File: src/rtl/taillight_cmd_ctrl.sv
// Turn/hazard command controller for the taillight sequencer: synchronizes the
// switch inputs, paces mode changes on a prescaled lamp step, and auto-cancels turns.
module taillight_cmd_ctrl #(
  parameter int unsigned DIV = 4,
  parameter int unsigned TMO = 16
) (
  input  logic       Clk,
  input  logic       Rst_n,
  input  logic       LeftReq,
  input  logic       RightReq,
  input  logic       HazReq,
  output logic [1:0] S,
  output logic       StepEn,
  output logic       Busy,
  output logic       Timeout,
  output logic       Conflict
);

  // Encodings equal the S mode codes, so S is a straight registered copy.
  typedef enum logic [1:0] {
    ST_IDLE   = 2'b00,
    ST_RIGHT  = 2'b01,
    ST_LEFT   = 2'b10,
    ST_HAZARD = 2'b11
  } state_t;

  localparam logic [15:0] CNT_LAST = 16'(DIV - 1);
  localparam logic [7:0]  TC_LAST  = 8'(TMO - 1);

  state_t      state_q, state_d;
  logic [1:0]  s_q, s_d;
  logic [1:0]  l_sync_q, l_sync_d;
  logic [1:0]  r_sync_q, r_sync_d;
  logic [1:0]  h_sync_q, h_sync_d;
  logic [15:0] cnt_q, cnt_d;
  logic [7:0]  tc_q, tc_d;
  logic        lock_l_q, lock_l_d;
  logic        lock_r_q, lock_r_d;
  logic        timeout_q, timeout_d;
  logic        conflict_q, conflict_d;
  logic        step, l, r, h;

  assign l    = l_sync_q[1];
  assign r    = r_sync_q[1];
  assign h    = h_sync_q[1];
  assign step = (cnt_q == CNT_LAST);

  always_comb begin
    l_sync_d   = {l_sync_q[0], LeftReq};
    r_sync_d   = {r_sync_q[0], RightReq};
    h_sync_d   = {h_sync_q[0], HazReq};
    cnt_d      = step ? 16'd0 : cnt_q + 16'd1;
    state_d    = state_q;
    tc_d       = tc_q;
    lock_l_d   = lock_l_q;
    lock_r_d   = lock_r_q;
    conflict_d = 1'b0;
    if (step) begin
      if (lock_l_q && !l) lock_l_d = 1'b0;
      if (lock_r_q && !r) lock_r_d = 1'b0;
      case (state_q)
        ST_IDLE: begin
          if (h) begin
            state_d = ST_HAZARD;
          end else if (l && r) begin
            conflict_d = 1'b1;
          end else if (l && !lock_l_q) begin
            state_d = ST_LEFT;
            tc_d    = 8'd0;
          end else if (r && !lock_r_q) begin
            state_d = ST_RIGHT;
            tc_d    = 8'd0;
          end
        end
        ST_LEFT: begin
          if (h) begin
            state_d = ST_HAZARD;
          end else if (!l || r) begin
            state_d = ST_IDLE;
          end else if (tc_q == TC_LAST) begin
            state_d  = ST_IDLE;
            lock_l_d = 1'b1;
          end else begin
            tc_d = tc_q + 8'd1;
          end
        end
        ST_RIGHT: begin
          if (h) begin
            state_d = ST_HAZARD;
          end else if (!r || l) begin
            state_d = ST_IDLE;
          end else if (tc_q == TC_LAST) begin
            state_d  = ST_IDLE;
            lock_r_d = 1'b1;
          end else begin
            tc_d = tc_q + 8'd1;
          end
        end
        default: begin
          if (!h) state_d = ST_IDLE;
        end
      endcase
    end
    timeout_d = lock_l_d | lock_r_d;
    s_d       = state_d;
  end

  always_ff @(posedge Clk or negedge Rst_n) begin
    if (!Rst_n) begin
      state_q    <= ST_IDLE;
      s_q        <= 2'b00;
      l_sync_q   <= 2'b00;
      r_sync_q   <= 2'b00;
      h_sync_q   <= 2'b00;
      cnt_q      <= 16'd0;
      tc_q       <= 8'd0;
      lock_l_q   <= 1'b0;
      lock_r_q   <= 1'b0;
      timeout_q  <= 1'b0;
      conflict_q <= 1'b0;
    end else begin
      state_q    <= state_d;
      s_q        <= s_d;
      l_sync_q   <= l_sync_d;
      r_sync_q   <= r_sync_d;
      h_sync_q   <= h_sync_d;
      cnt_q      <= cnt_d;
      tc_q       <= tc_d;
      lock_l_q   <= lock_l_d;
      lock_r_q   <= lock_r_d;
      timeout_q  <= timeout_d;
      conflict_q <= conflict_d;
    end
  end

  assign S        = s_q;
  assign StepEn   = step;
  assign Busy     = |s_q;
  assign Timeout  = timeout_q;
  assign Conflict = conflict_q;

endmodule

File: config.mk
export PLATFORM = sky130hd
export DESIGN_NAME = taillight_cmd_ctrl
export DESIGN_NICKNAME = d
export VERILOG_FILES = /design/src/rtl/taillight_cmd_ctrl.sv
export SDC_FILE = /design/constraint.sdc
export NUM_CORES = 1
export LEC_CHECK = 0
export BUFFER_PORTS_ARGS = -buffer_cell sky130_fd_sc_hd__buf_4
export CAP_MARGIN = 15
export CORE_UTILIZATION = 46
export DETAILED_ROUTE_END_ITERATION = 7
export PLACE_DENSITY_LB_ADDON = 0.12
export SLEW_MARGIN = 20
export SYNTH_ARGS = -nofsm -noshare
export SYNTH_HDL_FRONTEND = slang
export SYNTH_SLANG_ARGS = --single-unit
File: constraint.sdc
create_clock -name Clk -period 1.9 [get_ports Clk]
set_input_delay 0.095 -clock Clk [delete_from_list [all_inputs] [get_ports Clk]]
set_output_delay 0.095 -clock Clk [all_outputs]
set_load 0.01 [all_outputs]
==> impl_metrics.py, run 1 <==
metrics = {
    "clocking": {
        "clk-insertion-delay-late_ps": 300,
        "clkTransAtPathRegs_ps": 70,
        "clock-sinks": 36,
        "clock_tree.buffer_depth": 2,
        "numCtsBuffers": 5,
        "cts_tree": "built",
        "cts.htree.levels": 2,
        "cts_root_buf": "clkbuf_8",
    },
    "detailed_routing": {
        "routedWlPerCell_um": 16.2,
        "detail_route.drc_violations": 0,
        "drt_first_iter_violations": 77,
        "via_per_inst": 5.65,
        "drtAntennaViolNets": 0,
        "finalWirelength_mm": 4.22,
        "drt_pre_antenna_iters": 5,
        "detailroute.via_count": 1474,
    },
    "synthesis": {
        "synth-warning-count": 0,
        "yosysUniqueCellTypes": 41,
        "ys_async_sr_fraction": 1.00,
        "synthesis.area_mm2": 0.00182,
        "post_synth_fa_ha_maj_area_fraction": 0.0413,
        "ys_seq_elements": 36,
        "post_synth_xor_area_fraction": 0.0675,
        "synth.net_count": 188,
        "post_synth.cell_area_avg_um2": 10.3,
        "compound_cell_area_share_of_the_yosys_netlist": 0.152,
        "ys_seq_area_frac": 0.496,
        "yosys-mux-area-fraction": 0,
        "synth_cells": 177,
        "synthSimpleGateAreaFrac": 0.215,
        "combinational_family_with_the_most_area_after_synthesis": "simple AND/OR/NAND/NOR gates",
        "synth_ff_type": "dfrtp_1",
        "synth_edf_count": 0,
    },
    "finish": {
        "filler_cell_count": 305,
        "area_delta_synth_final_pct": 28.4,
        "num_antenna_cells": 0,
        "final_layout_size_suffix_gt1_frac": 0.300,
        "core_utilization_of_the_finished_layout": 0.628,
        "final-instance-count-excl-fill": 261,
        "num-nets-final": 223,
    },
    "worst_setup_path": {
        "critPathMaxStageDelay_ps": 400,
        "cpMaxStageDelayCell": "dfrtp_1",
        "cp.arrival_ps": 2050,
        "worst_setup_path_start_kind": "flip-flop",
        "timing.critical_path.to_type": "flip-flop",
        "worst-setup-path-type": "reg2reg",
        "highest_fanout_seen_on_the_critical_path": 4,
        "cp.required_ps": 2070,
        "crit_path_cells": "inv_2, ha_2, nor2b_1, a22o_1, nor3b_2, a211o_1, o2bb2ai_4",
    },
    "hold_path": {
        "worst_hold_path_type": "in2async",
    },
    "global_routing": {
        "initial_antenna_violation_count": 0,
        "grt_usage": 0.220,
        "grt_start_max_net_pins": 37,
        "grt_pass1_vias": 1464,
        "grt_pass1_wl_mm": 6.76,
        "globalRoute.totalOverflow": 0,
    },
    "status": {
        "run_status": "completed",
    },
    "sta": {
        "fin_crit_sh": 0.988,
        "report.final.setup_viol": 0,
        "fin_crit_ps": 1880,
        "worst_max_slew_pin_slew_ps": 448,
        "fmax_mhz": 533,
        "finalMaxSlewViolations": 0,
        "fin_hold_ws_ps": 288,
        "max-slew-margin-rel": 0.701,
        "grt_setup_unrepaired": "yes",
        "finClkSkew_ps": 8.92,
        "final-hold-violation-count": 0,
    },
    "pwr": {
        "ir_worst_vdd_v": 0.000913,
        "leakage_nw": 1.06,
        "pwr_density_cell_mw_per_mm2": 1040,
        "power.share.clock": 0.276,
        "total_power_mw": 2.43,
        "swShare": 0.332,
        "net-switching-power_uw": 805,
        "share_seq_of_total_power": 0.362,
        "power.combinational.fraction": 0.361,
        "internal_power_mw": 1.62,
    },
    "run": {
        "cap_violations": 0,
    },
    "placement": {
        "place.port_buffers": 10,
        "placer_congestion": 0.835,
        "numPlacedInstances": 243,
        "post-dp-hpwl_mm": 2.70,
    },
    "floorplanning": {
        "top_level_ports": 11,
        "core_region_area_mm2": 0.00372,
        "die_extent_in_x_um": 64.8,
        "dieArea_mm2": 0.00420,
        "placementRows": 22,
        "start_util": 0.489,
        "die-height_um": 64.8,
    },
}
layout make-up:
type                    count  area [um^2]  area share
multi-input cells         128          987       0.423
clock buffers               6         72.6      0.0311
repair buffers             30          235       0.101
flip-flops and latches     36          901       0.386
inverters                  11         42.5      0.0182
clock inverters             2         35.0      0.0150
well taps                  48         60.1      0.0257
per-layer routing:
layer	track usage	up-vias	wire length [um]
met3	0.0599	12	150
met5	0	-	0
met2	0.340	31	2100
li1	-	704	-
met1	0.279	727	1840
met4	0.114	0	133
through the flow:
stage               area (um^2)  TNS, ps  setup slack [ps]
detailed placement         2020     -781              -153
floorplan                  1820        0               123
global placement           2020        0              34.8
CTS                        2230        0              2.86
global route               2330     -275             -61.1
finish                     2330        0              23.5
flip-flops by register name, indices dropped and copies added, names as in the netlist:
signal / cells
cnt_q: 16
l_sync_q: 2
Conflict: 1
tc_q: 8
S: 2
r_sync_q: 2
lock_l_q: 1
h_sync_q: 2
lock_r_q: 1
Timeout: 1
cells in the mapped netlist, types with 4 or more instances:
cell type / number / area share
a21oi_1: 6 / 0.017
a22o_1: 4 / 0.019
a31oi_1: 5 / 0.017
and3_1: 6 / 0.021
dfrtp_1: 36 / 0.50
ha_1: 6 / 0.041
inv_1: 10 / 0.021
nand2_1: 14 / 0.029
nand3_1: 12 / 0.033
nor2_1: 15 / 0.031
o21ai_0: 7 / 0.019
xnor2_1: 10 / 0.048
xor2_1: 4 / 0.019
critical path, delay by kind of cell (launching register included):
kind,cells,cell delay [ps]
buffers and inverters,1,80
adders and majority gates,1,210
AOI/OAI and AO/OA,3,750
and+or+nand+nor,2,320
DFF,1,400
cell families after synthesis:
family,Yosys count
and+or+nand+nor,70
AOI/OAI and AO/OA,38
DFF,36
xor gates and xnor gates,14
buffers and inverters,13
adders and majority gates,6
path summary, 6_finish.rpt:
check                               to        start  depth (start not counted)  slack, ps
min reg2reg                r_sync_q[1]  r_sync_q[0]                          0        350
max in group asynchronous         S[1]        Rst_n                          2       1290
max reg2reg                       S[0]         S[1]                          7         20
min in group Clk           r_sync_q[1]  r_sync_q[0]                          0        350
max                               S[0]         S[1]                          7         20
min                            tc_q[3]        Rst_n                          2        290
power by group through the flow:
stage,clock [mW],sequential (mW),combinational (mW)
2_1_floorplan,0,0.888,0.402
3_3_place_gp,0,0.884,0.600
3_5_place_dp,0,0.889,0.630
4_1_cts,0.684,0.873,0.729
5_1_grt,0.716,0.883,0.948
6_report,0.671,0.879,0.877
placed cells by master (no fill, tap or decap), drive strengths merged, types with 5 or more instances in the layout:
| cell type | synthesis | layout |
|---|---|---|
| and3 | 6 | 6 |
| a21oi | 6 | 6 |
| nand3 | 12 | 12 |
| buf | 1 | 26 |
| dfrtp | 36 | 36 |
| o21ai | 8 | 8 |
| nand2 | 14 | 14 |
| nor2 | 15 | 15 |
| ha | 6 | 6 |
| clkbuf | 1 | 6 |
| a31oi | 5 | 5 |
| inv | 10 | 10 |
| xnor2 | 10 | 10 |
repair_timing:
action	in CTS	in global routing
hold endpoints to repair	39	0
pin swaps	2	2
setup buffers	4	2
hold buffers	4	0
resized for setup	7	17
endpoints found under the setup margin	9	13
Power figures use the tool's default switching activity.
==> inputs of run 2 (changes only) <==
- ABC_AREA: unset -> 1
==> impl_metrics.py, run 2 <==
metrics = {
    "synthesis": {
        "synth_cells": 278,
        "compound_cell_area_share_of_the_yosys_netlist": 0.0569,
        "synth_largest_type_area_fraction": 0.423,
        "synthSimpleGateAreaFrac": 0.352,
        "synth.area.top_cells": "dfrtp_1 42%, nand2_1 12%, nor2_1 7.2%",
        "post_synth_most_frequent_cells": "70 x nand2_1, 41 x nor2_1, 36 x dfrtp_1, 36 x inv_1, 22 x nand3_1",
        "synth-warning-count": 0,
        "ys_async_sr_fraction": 1.00,
        "synth_ff_type": "dfrtp_1",
        "synth_edf_count": 0,
        "ys_seq_area_frac": 0.423,
        "yosys-mux-area-fraction": 0,
        "synthMostInstantiatedCell": "nand2_1",
        "synthesis.area_mm2": 0.00213,
        "post_synth_xor_area_fraction": 0.0616,
        "yosysUniqueCellTypes": 25,
        "post_synth.cell_area_avg_um2": 7.67,
        "synth.net_count": 289,
        "post_synth_fa_ha_maj_area_fraction": 0.0352,
        "ys_seq_elements": 36,
        "top_cell_type_by_total_area_after_synthesis": "dfrtp_1",
        "combinational_family_with_the_most_area_after_synthesis": "simple AND/OR/NAND/NOR gates",
    },
    "clocking": {
        "cts.htree.levels": 2,
        "clkTransAtPathRegs_ps": 70,
        "cts_tree": "built",
        "post_cts.repair.setup_buffers": 0,
        "clock_tree.buffer_depth": 2,
        "clock-sinks": 36,
        "clk-insertion-delay-late_ps": 290,
        "cts_root_buf": "clkbuf_8",
        "numCtsBuffers": 5,
    },
    "floorplanning": {
        "core_region_area_mm2": 0.00441,
        "dieArea_mm2": 0.00491,
        "die_extent_in_x_um": 70.1,
        "start_util": 0.483,
        "die-height_um": 70.1,
        "top_level_ports": 11,
        "placementRows": 24,
    },
    "pwr": {
        "pwr_density_cell_mw_per_mm2": 950,
        "leakage_nw": 1.24,
        "ir_worst_vdd_v": 0.000679,
        "total_power_mw": 2.28,
    },
    "finish": {
        "regMostFlops": "cnt_q",
        "largest_reg_flops": 16,
        "core_utilization_of_the_finished_layout": 0.544,
        "layout.cells.most_common": "nand2_1",
        "num_antenna_cells": 0,
        "final_layout_size_suffix_gt1_frac": 0.130,
        "area_delta_synth_final_pct": 12.6,
        "highest_count_cells_in_the_layout_ignoring_fill_and_taps": "70 x nand2_1, 41 x nor2_1, 36 x dfrtp_1, 36 x inv_1, 22 x nand3_1",
        "largest_registers": "cnt_q x16, tc_q x8",
        "filler_cell_count": 432,
        "final-instance-count-excl-fill": 351,
        "num-nets-final": 309,
    },
    "sta": {
        "fin_crit_ps": 1690,
        "finalMaxSlewViolations": 0,
        "worst_max_slew_pin_slew_ps": 449,
        "fmax_mhz": 592,
        "report.final.setup_viol": 0,
        "max-slew-margin-rel": 0.701,
        "fin_crit_sh": 0.889,
        "finClkSkew_ps": 3.70,
        "final-hold-violation-count": 0,
        "timing.setup.tns_ps": 0,
        "grt_setup_unrepaired": "no",
    },
    "detailed_routing": {
        "drt_pre_antenna_iters": 4,
        "routedWlPerCell_um": 11.7,
        "via_per_inst": 4.88,
        "finalWirelength_mm": 4.11,
        "detailroute.via_count": 1713,
        "drtAntennaViolNets": 0,
        "drt_first_iter_violations": 102,
        "detail_route.drc_violations": 0,
    },
    "placement": {
        "numPlacedInstances": 339,
        "placer_congestion": 0.877,
        "post-dp-hpwl_mm": 3.03,
        "place.port_buffers": 10,
    },
    "global_routing": {
        "grt_start_max_net_pins": 37,
        "initial_antenna_violation_count": 0,
        "grt_pass1_wl_mm": 7.21,
        "grt_usage": 0.189,
        "globalRoute.totalOverflow": 0,
        "grt_pass1_vias": 1572,
    },
    "worst_setup_path": {
        "cp.arrival_ps": 1880,
        "cp.required_ps": 2100,
        "highest_fanout_seen_on_the_critical_path": 9,
        "cp_common_cell": "nor2_1",
        "critical_path.n_buffers_inverters": 2,
        "critPathMaxStageDelay_ps": 430,
        "path_delay_family": "simple AND/OR/NAND/NOR gates",
        "cpMaxStageDelayCell": "dfrtp_1",
        "crit_path_cells": "inv_1, ha_2, inv_1, nand3_1, nor2_1, nor2_1, nand2_1, nor2_1, nand3_1, o21ai_0",
        "worst-setup-path-type": "reg2reg",
        "timing.critical_path.to_type": "flip-flop",
        "worst_setup_path_start_kind": "flip-flop",
    },
    "hold_path": {
        "worst_hold_path_type": "in2async",
    },
    "run": {
        "cap_violations": 0,
    },
    "status": {
        "run_status": "completed",
    },
}
## run 2: stage by stage
stage	cell area (um^2)	hold slack, ps	setup slack [ps]
final	2400	297	211
after global routing	2400	361	63.7
after floorplan	2130	-201	233
after detailed placement	2260	82.4	133
after global placement	2260	79.2	115
after CTS	2400	314	111
## run 2: final timing paths
path | slack, ps | start | end | cells after the start
max in group asynchronous | 1290 | Rst_n | l_sync_q[1] | 2
setup reg to reg | 210 | S[0] | S[1] | 10
min in group Clk | 350 | h_sync_q[0] | h_sync_q[1] | 0
hold reg to reg | 350 | h_sync_q[0] | h_sync_q[1] | 0
setup / recovery | 210 | S[0] | S[1] | 10
hold / removal | 300 | Rst_n | cnt_q[9] | 2
## run 2: repair_timing
| item | in CTS | in global routing |
|---|---|---|
| hold buffers | 4 | 0 |
| gates resized for setup | 0 | 1 |
| endpoints found under the setup margin | 0 | 2 |
| endpoints found under the hold margin | 39 | 0 |
## run 2: cell families after synthesis
group,count (synthesis)
adder cells (fa/ha/maj),6
flip-flops,36
XOR/XNOR,15
AO/OA/AOI/OAI,18
AND/OR/NAND/NOR,163
buffers and inverters,40
## run 2: routing by layer
layer  up-vias  track usage  share of wire  routed length, um
met1       765        0.271           0.52               2140
li1        914            -              -                  -
met5         -            0              0                  0
met4         0       0.0667          0.015                 60
met3         6       0.0476          0.040                164
met2        28        0.278           0.42               1750
## run 2: area by class of cell
| cell class | instances | area, um^2 | share of cell area |
|---|---|---|---|
| Clock buffer | 7 | 86.3 | 0.0360 |
| Multi-Input combinational cell | 202 | 1080 | 0.450 |
| Sequential cell | 36 | 901 | 0.375 |
| Tap cell | 52 | 65.1 | 0.0271 |
| Clock inverter | 1 | 7.51 | 0.00313 |
| Inverter | 39 | 146 | 0.0610 |
| Timing Repair Buffer | 14 | 115 | 0.0479 |
## run 2: where the power goes
group | leakage [nW] | internal (mW) | switching, mW
registers | 0.479 | 0.813 | 0.0537
clock network | 0.0445 | 0.294 | 0.269
logic | 0.715 | 0.313 | 0.538
total | 1.24 | 1.42 | 0.861
